==> src/rtl/lzw_code_packer.sv <==
// lzw_code_packer
// Output stage for the LZW compressor. Buffers 12-bit dictionary codes in a
// small FIFO and packs them MSB-first into an 8-bit byte stream, so that two
// codes always become three bytes. A flush emits any leftover half-byte
// zero-padded and then pulses FlushDone.
//
// Ports:
//   Clk         rising-edge clock
//   Reset       asynchronous active-high reset, discards all buffered data
//   iCode       code from the datapath
//   CodeValid   one-cycle strobe, iCode valid
//   CodeReady   FIFO not full (from registered count)
//   Flush       one-cycle strobe, end of stream
//   FlushDone   one-cycle pulse once every buffered bit has been emitted
//   oByte       packed output byte
//   ByteValid   oByte valid
//   ByteReady   downstream accepts oByte
//   Overflow    sticky, a code arrived while the FIFO was full
//   oByteCount  accepted byte count
//
// Optional feature macro: LZW_CODE_PACKER_COUNT_EN
//   defined   -> oByteCount counts accepted bytes, wrapping, never cleared by Flush
//   undefined -> oByteCount tied to zero

module lzw_code_packer #(
   parameter int CODE_W     = 12,
   parameter int FIFO_DEPTH = 4,
   parameter int COUNT_W    = 24
) (
   input  logic               Clk,
   input  logic               Reset,
   input  logic [CODE_W-1:0]  iCode,
   input  logic               CodeValid,
   output logic               CodeReady,
   input  logic               Flush,
   output logic               FlushDone,
   output logic [7:0]         oByte,
   output logic               ByteValid,
   input  logic               ByteReady,
   output logic               Overflow,
   output logic [COUNT_W-1:0] oByteCount
);

   localparam int PTR_W = (FIFO_DEPTH > 1) ? $clog2(FIFO_DEPTH) : 1;
   localparam int CNT_W = $clog2(FIFO_DEPTH) + 1;
   localparam logic [CNT_W-1:0] DEPTH_C = CNT_W'(FIFO_DEPTH);

   typedef enum logic [1:0] {
      S_EMPTY = 2'd0,
      S_NIB   = 2'd1,
      S_TAIL  = 2'd2
   } state_t;

   logic [CODE_W-1:0] fifoMem [FIFO_DEPTH];
   logic [PTR_W-1:0]  wrPtr;
   logic [PTR_W-1:0]  rdPtr;
   logic [CNT_W-1:0]  fifoCount;
   logic              fifoEmpty;
   logic [CODE_W-1:0] headCode;

   state_t            state;
   state_t            nextState;
   logic [3:0]        nib;
   logic [7:0]        tail;
   logic              flushPending;

   logic              push;
   logic              pop;
   logic              loadable;
   logic              loadOut;
   logic [7:0]        loadByte;
   logic              saveNib;
   logic              saveTail;
   logic              flushComplete;

   assign fifoEmpty     = (fifoCount == '0);
   assign CodeReady     = (fifoCount < DEPTH_C);
   assign push          = CodeValid && CodeReady;
   assign headCode      = fifoMem[rdPtr];
   assign loadable      = !ByteValid || ByteReady;
   assign flushComplete = flushPending && (state == S_EMPTY) && fifoEmpty && !ByteValid;

   // Code storage; contents need no reset because the count gates every read.
   always_ff @(posedge Clk) begin
      if (push) begin
         fifoMem[wrPtr] <= iCode;
      end
   end

   // FIFO pointers and occupancy. CodeReady comes from the registered count,
   // so a pop in the same cycle never lets a push into a full FIFO.
   always_ff @(posedge Clk or posedge Reset) begin
      if (Reset) begin
         wrPtr     <= '0;
         rdPtr     <= '0;
         fifoCount <= '0;
      end else begin
         if (push) begin
            wrPtr <= wrPtr + 1'b1;
         end
         if (pop) begin
            rdPtr <= rdPtr + 1'b1;
         end
         if (push && !pop) begin
            fifoCount <= fifoCount + 1'b1;
         end else if (pop && !push) begin
            fifoCount <= fifoCount - 1'b1;
         end
      end
   end

   // Packer next-state logic. It only advances when the output register can
   // take a new byte, so a stalled consumer freezes the whole packer.
   always_comb begin
      nextState = state;
      pop       = 1'b0;
      loadOut   = 1'b0;
      loadByte  = 8'h00;
      saveNib   = 1'b0;
      saveTail  = 1'b0;
      if (loadable) begin
         case (state)
            S_EMPTY: begin
               if (!fifoEmpty) begin
                  pop       = 1'b1;
                  loadOut   = 1'b1;
                  loadByte  = headCode[11:4];
                  saveNib   = 1'b1;
                  nextState = S_NIB;
               end
            end
            S_NIB: begin
               if (!fifoEmpty) begin
                  pop       = 1'b1;
                  loadOut   = 1'b1;
                  loadByte  = {nib, headCode[11:8]};
                  saveTail  = 1'b1;
                  nextState = S_TAIL;
               end else if (flushPending) begin
                  loadOut   = 1'b1;
                  loadByte  = {nib, 4'b0000};
                  nextState = S_EMPTY;
               end
            end
            S_TAIL: begin
               loadOut   = 1'b1;
               loadByte  = tail;
               nextState = S_EMPTY;
            end
            default: begin
               nextState = S_EMPTY;
            end
         endcase
      end
   end

   // Packer state, saved partial code fragments and the output register.
   always_ff @(posedge Clk or posedge Reset) begin
      if (Reset) begin
         state     <= S_EMPTY;
         nib       <= 4'h0;
         tail      <= 8'h00;
         oByte     <= 8'h00;
         ByteValid <= 1'b0;
      end else begin
         state <= nextState;
         if (saveNib) begin
            nib <= headCode[3:0];
         end
         if (saveTail) begin
            tail <= headCode[7:0];
         end
         if (loadOut) begin
            oByte     <= loadByte;
            ByteValid <= 1'b1;
         end else if (ByteReady) begin
            ByteValid <= 1'b0;
         end
      end
   end

   // Flush tracking. Completion waits until the packer, the FIFO and the
   // output register are all drained. A flush strobe landing on the
   // completion cycle is absorbed, since a flush was already pending.
   always_ff @(posedge Clk or posedge Reset) begin
      if (Reset) begin
         flushPending <= 1'b0;
         FlushDone    <= 1'b0;
         Overflow     <= 1'b0;
      end else begin
         FlushDone <= flushComplete;
         if (flushComplete) begin
            flushPending <= 1'b0;
         end else if (Flush) begin
            flushPending <= 1'b1;
         end
         if (CodeValid && !CodeReady) begin
            Overflow <= 1'b1;
         end
      end
   end

`ifdef LZW_CODE_PACKER_COUNT_EN
   // Accepted byte counter, wraps naturally at 2^COUNT_W.
   always_ff @(posedge Clk or posedge Reset) begin
      if (Reset) begin
         oByteCount <= '0;
      end else if (ByteValid && ByteReady) begin
         oByteCount <= oByteCount + 1'b1;
      end
   end
`else
   assign oByteCount = '0;
`endif

endmodule

==> config.mk <==
export PLATFORM = sky130hd
export DESIGN_NAME = lzw_code_packer
export DESIGN_NICKNAME = d
export VERILOG_FILES = /design/src/rtl/lzw_code_packer.sv
export SDC_FILE = /design/constraint.sdc
export NUM_CORES = 1
export LEC_CHECK = 0
export ABC_AREA = 1
export BUFFER_PORTS_ARGS = -buffer_cell sky130_fd_sc_hd__buf_2
export CAP_MARGIN = 10
export CORE_MARGIN = 2
export CORE_UTILIZATION = 45
export DETAILED_ROUTE_END_ITERATION = 10
export GPL_TIMING_DRIVEN = 0
export PLACE_DENSITY = 0.65
export SETUP_SLACK_MARGIN = 0.2
export SYNTH_ARGS = -nofsm -noshare
export SYNTH_HDL_FRONTEND = slang
export SYNTH_SLANG_ARGS = --single-unit
==> constraint.sdc <==
create_clock -name Clk -period 2.15 [get_ports Clk]
set_input_delay 0.43 -clock Clk [delete_from_list [all_inputs] [get_ports Clk]]
set_output_delay 0.43 -clock Clk [all_outputs]
set_load 0.02 [all_outputs]
==> metrics.yaml <==
timing:
  fin_tns_setup_ns: 0
  slew_violations: 0
  skew_ns: 0.004064
  setup_viol: 0
  fin_crit_ns: 1.932
  worst_pin_slew_ns: 0.7659
  slew_headroom_pct: 48.75
  hold_viol_final: 0
  fin_crit_sh_pct: 89.87
  maxClockFrequency_mhz: 517.5
  setup_slack_ns: 0.2178
  rsz0062_at_grt: "true"
clock_network:
  cts-root-buf: "clkbuf_8"
  numCtsBuffers: 9
  clk_latency_ns: 0.34
  clkTransAtPathRegs_ns: 0.08
  postCtsHoldBufs: 0
  numClockSinks: 81
  clock_path_buffers: 2
  htree_levels: 3
  cts_tree: "built"
place:
  place_congestion: 0.8904
  portBuffers: 28
  place_area_um2: 4038
  hpwl_um: 4753
  post-place-ws_ns: -0.03584
  placed_cells: 503
die:
  die_h_um: 94.14
  die_area_um2: 8861
  die_x_um: 94.14
  placementRows: 32
  start_util_pct: 46.83
  core_area_um2: 7807
  io_pins: 53
setup_path:
  cp-start-kind: "flip-flop"
  endpoint_kind: "flip-flop"
  r2r-start: "fifoCount[1]$_DFFE_PP0P_"
  crit_arrival_ns: 2.16
  reg2regPathDepth: 9
  cp-startpoint: "fifoCount[1]$_DFFE_PP0P_"
  worstPathMaxFanout: 7
  cp.required_ns: 2.38
  worstSetupPathType: "reg2reg"
cells_and_area:
  layout_common_cells: "nand2_1 (100), edfxtp_1 (48), nand3_1 (41), dfrtp_1 (33), buf_2 (32)"
  final_nets: 439
  final_common_cell: "nand2_1"
  syn_to_final_growth_pct: 17.25
  drive_above_1_share_pct: 23.28
  fin_area_um2: 4287
  antenna_cells: 0
  stdcell_count: 523
routing:
  antenna_left: 0
  wl_per_cell_um: 13.08
  drc: 0
  vias_per_cell: 4.654
  firstDrtPassIters: 4
  drt_iter0_drc: 131
  vias: 2434
  wl_um: 6843
global_route:
  grt_pass1_vias: 2274
  grt_pass1_wl_um: 10960
  antenna_found_initial: 0
  overflow: 0
  grt_util_all_layers_pct: 16.60
  grt_max_degree: 20
synth:
  synth_seq_area_share_pct: 62.01
  yosysWarnings: 0
  syn-cell-area_um2: 3656
  syn_inst: 349
  synth.avg_cell_area_um2: 10.48
  ys_ff_latch: 81
  ys_types: 31
power:
  max-vdd-ir-drop_uv: 470.4
  leakage_nw: 1.965
  powerDensity_nw_per_um2: 1362
run:
  cap_violations: 0
worst_hold_path:
  hp-class: "in2async"
run_status:
  outcome: "completed"
==> timing repair <==
| item | in CTS | in global routing |
|---|---|---|
| cloned | 0 | 0 |
| endpoints found under the setup margin | 49 | 19 |
| buffers inserted | 1 | 0 |
| pin swaps | 1 | 0 |
| gates resized for setup | 1 | 4 |
==> cell families after synthesis <==
logic type | share of synthesized area, %
buffers and inverters | 9.240
AND/OR/NAND/NOR | 19.64
other | 0.1026
XOR/XNOR | 1.198
AO/OA/AOI/OAI | 5.544
adder cells (fa/ha/maj) | 2.259
flip-flops | 62.01
==> critical path: stages, from the launching register on <==
cell and delay, ns:
dfrtp_1 0.41, inv_2 0.17, nand2_1 0.10, nand3_2 0.12, ha_1 0.15, inv_1 0.06, fa_1 0.38, a21oi_1 0.14
o21ai_0 0.11, xor2_1 0.16
==> per-layer routing <==
metal / up-vias / part of all wire [%] / global-route usage (%)
li1: 1240 / - / -
met5: - / 0 / 0
met4: 0 / 1.2 / 6.643
met3: 5 / 5.6 / 4.815
met2: 71 / 46 / 26.43
met1: 1118 / 47 / 21.38
==> cell usage after synthesis, drive strengths merged <==
master	n	area, um^2
nand2	105	406.6
edfxtp	48	1441
nand3	42	210.2
dfrtp	33	825.8
buf	32	234.0
inv	26	100.1
nor2	17	71.32
a21oi	16	117.6
o21ai	11	70.06
ha	5	62.56
xor2	4	35.03
nand4	3	25.02
a21o	1	7.510
clkbuf	1	3.750
conb	1	3.750
fa	1	20.02
nor3	1	5.000
o211ai	1	7.510
xnor2	1	8.760
==> sequential cells by signal, summed over array words and instances (netlist names) <==
| name | cells |
|---|---|
| fifoMem | 48 |
| oByte | 8 |
| tail | 8 |
| nib | 4 |
| fifoCount | 3 |
| rdPtr | 2 |
| state | 2 |
| wrPtr | 2 |
| ByteValid | 1 |
| FlushDone | 1 |
| Overflow | 1 |
| flushPending | 1 |
==> through the flow <==
stage                     hold slack, ns  power [mW]  utilization, %
after floorplan                   0.4530       4.037               -
after global routing              0.2197       6.265           54.90
after detailed placement          0.4476       4.649           51.71
after CTS                         0.1710       5.821           54.41
after global placement            0.4357       4.580           51.36
final                             0.1593       5.836           54.90
==> where the power goes <==
| part | total (mW) | internal, mW | switching (mW) |
|---|---|---|---|
| logic | 2.40 | 0.809 | 1.59 |
| clock network | 1.16 | 0.648 | 0.509 |
| registers | 2.28 | 2.07 | 0.214 |
==> cell type report <==
class	count	area [um^2]
fillers	681	3521
flip-flops and latches	81	2267
multi-input cells	232	1150
plain buffers	33	237.7
repair buffers	33	201.4
clock buffers	12	135.1
well taps	102	127.6
inverters	26	100.1
clock inverters	4	67.56
==> final timing paths <==
path | end | slack, ns
min in group Clk | fifoMem[0][0]$_DFFE_PP_ | 0.29
worst max register to register | fifoCount[2]$_DFFE_PP0P_ | 0.22
worst min-delay path | fifoCount[2]$_DFFE_PP0P_ | 0.16
max in group asynchronous | state[0]$_DFFE_PP0P_ | 1.46
worst max-delay path | fifoCount[2]$_DFFE_PP0P_ | 0.22
worst min register to register | Overflow$_DFFE_PP0P_ | 0.46
(Power assumes the default switching activity.)
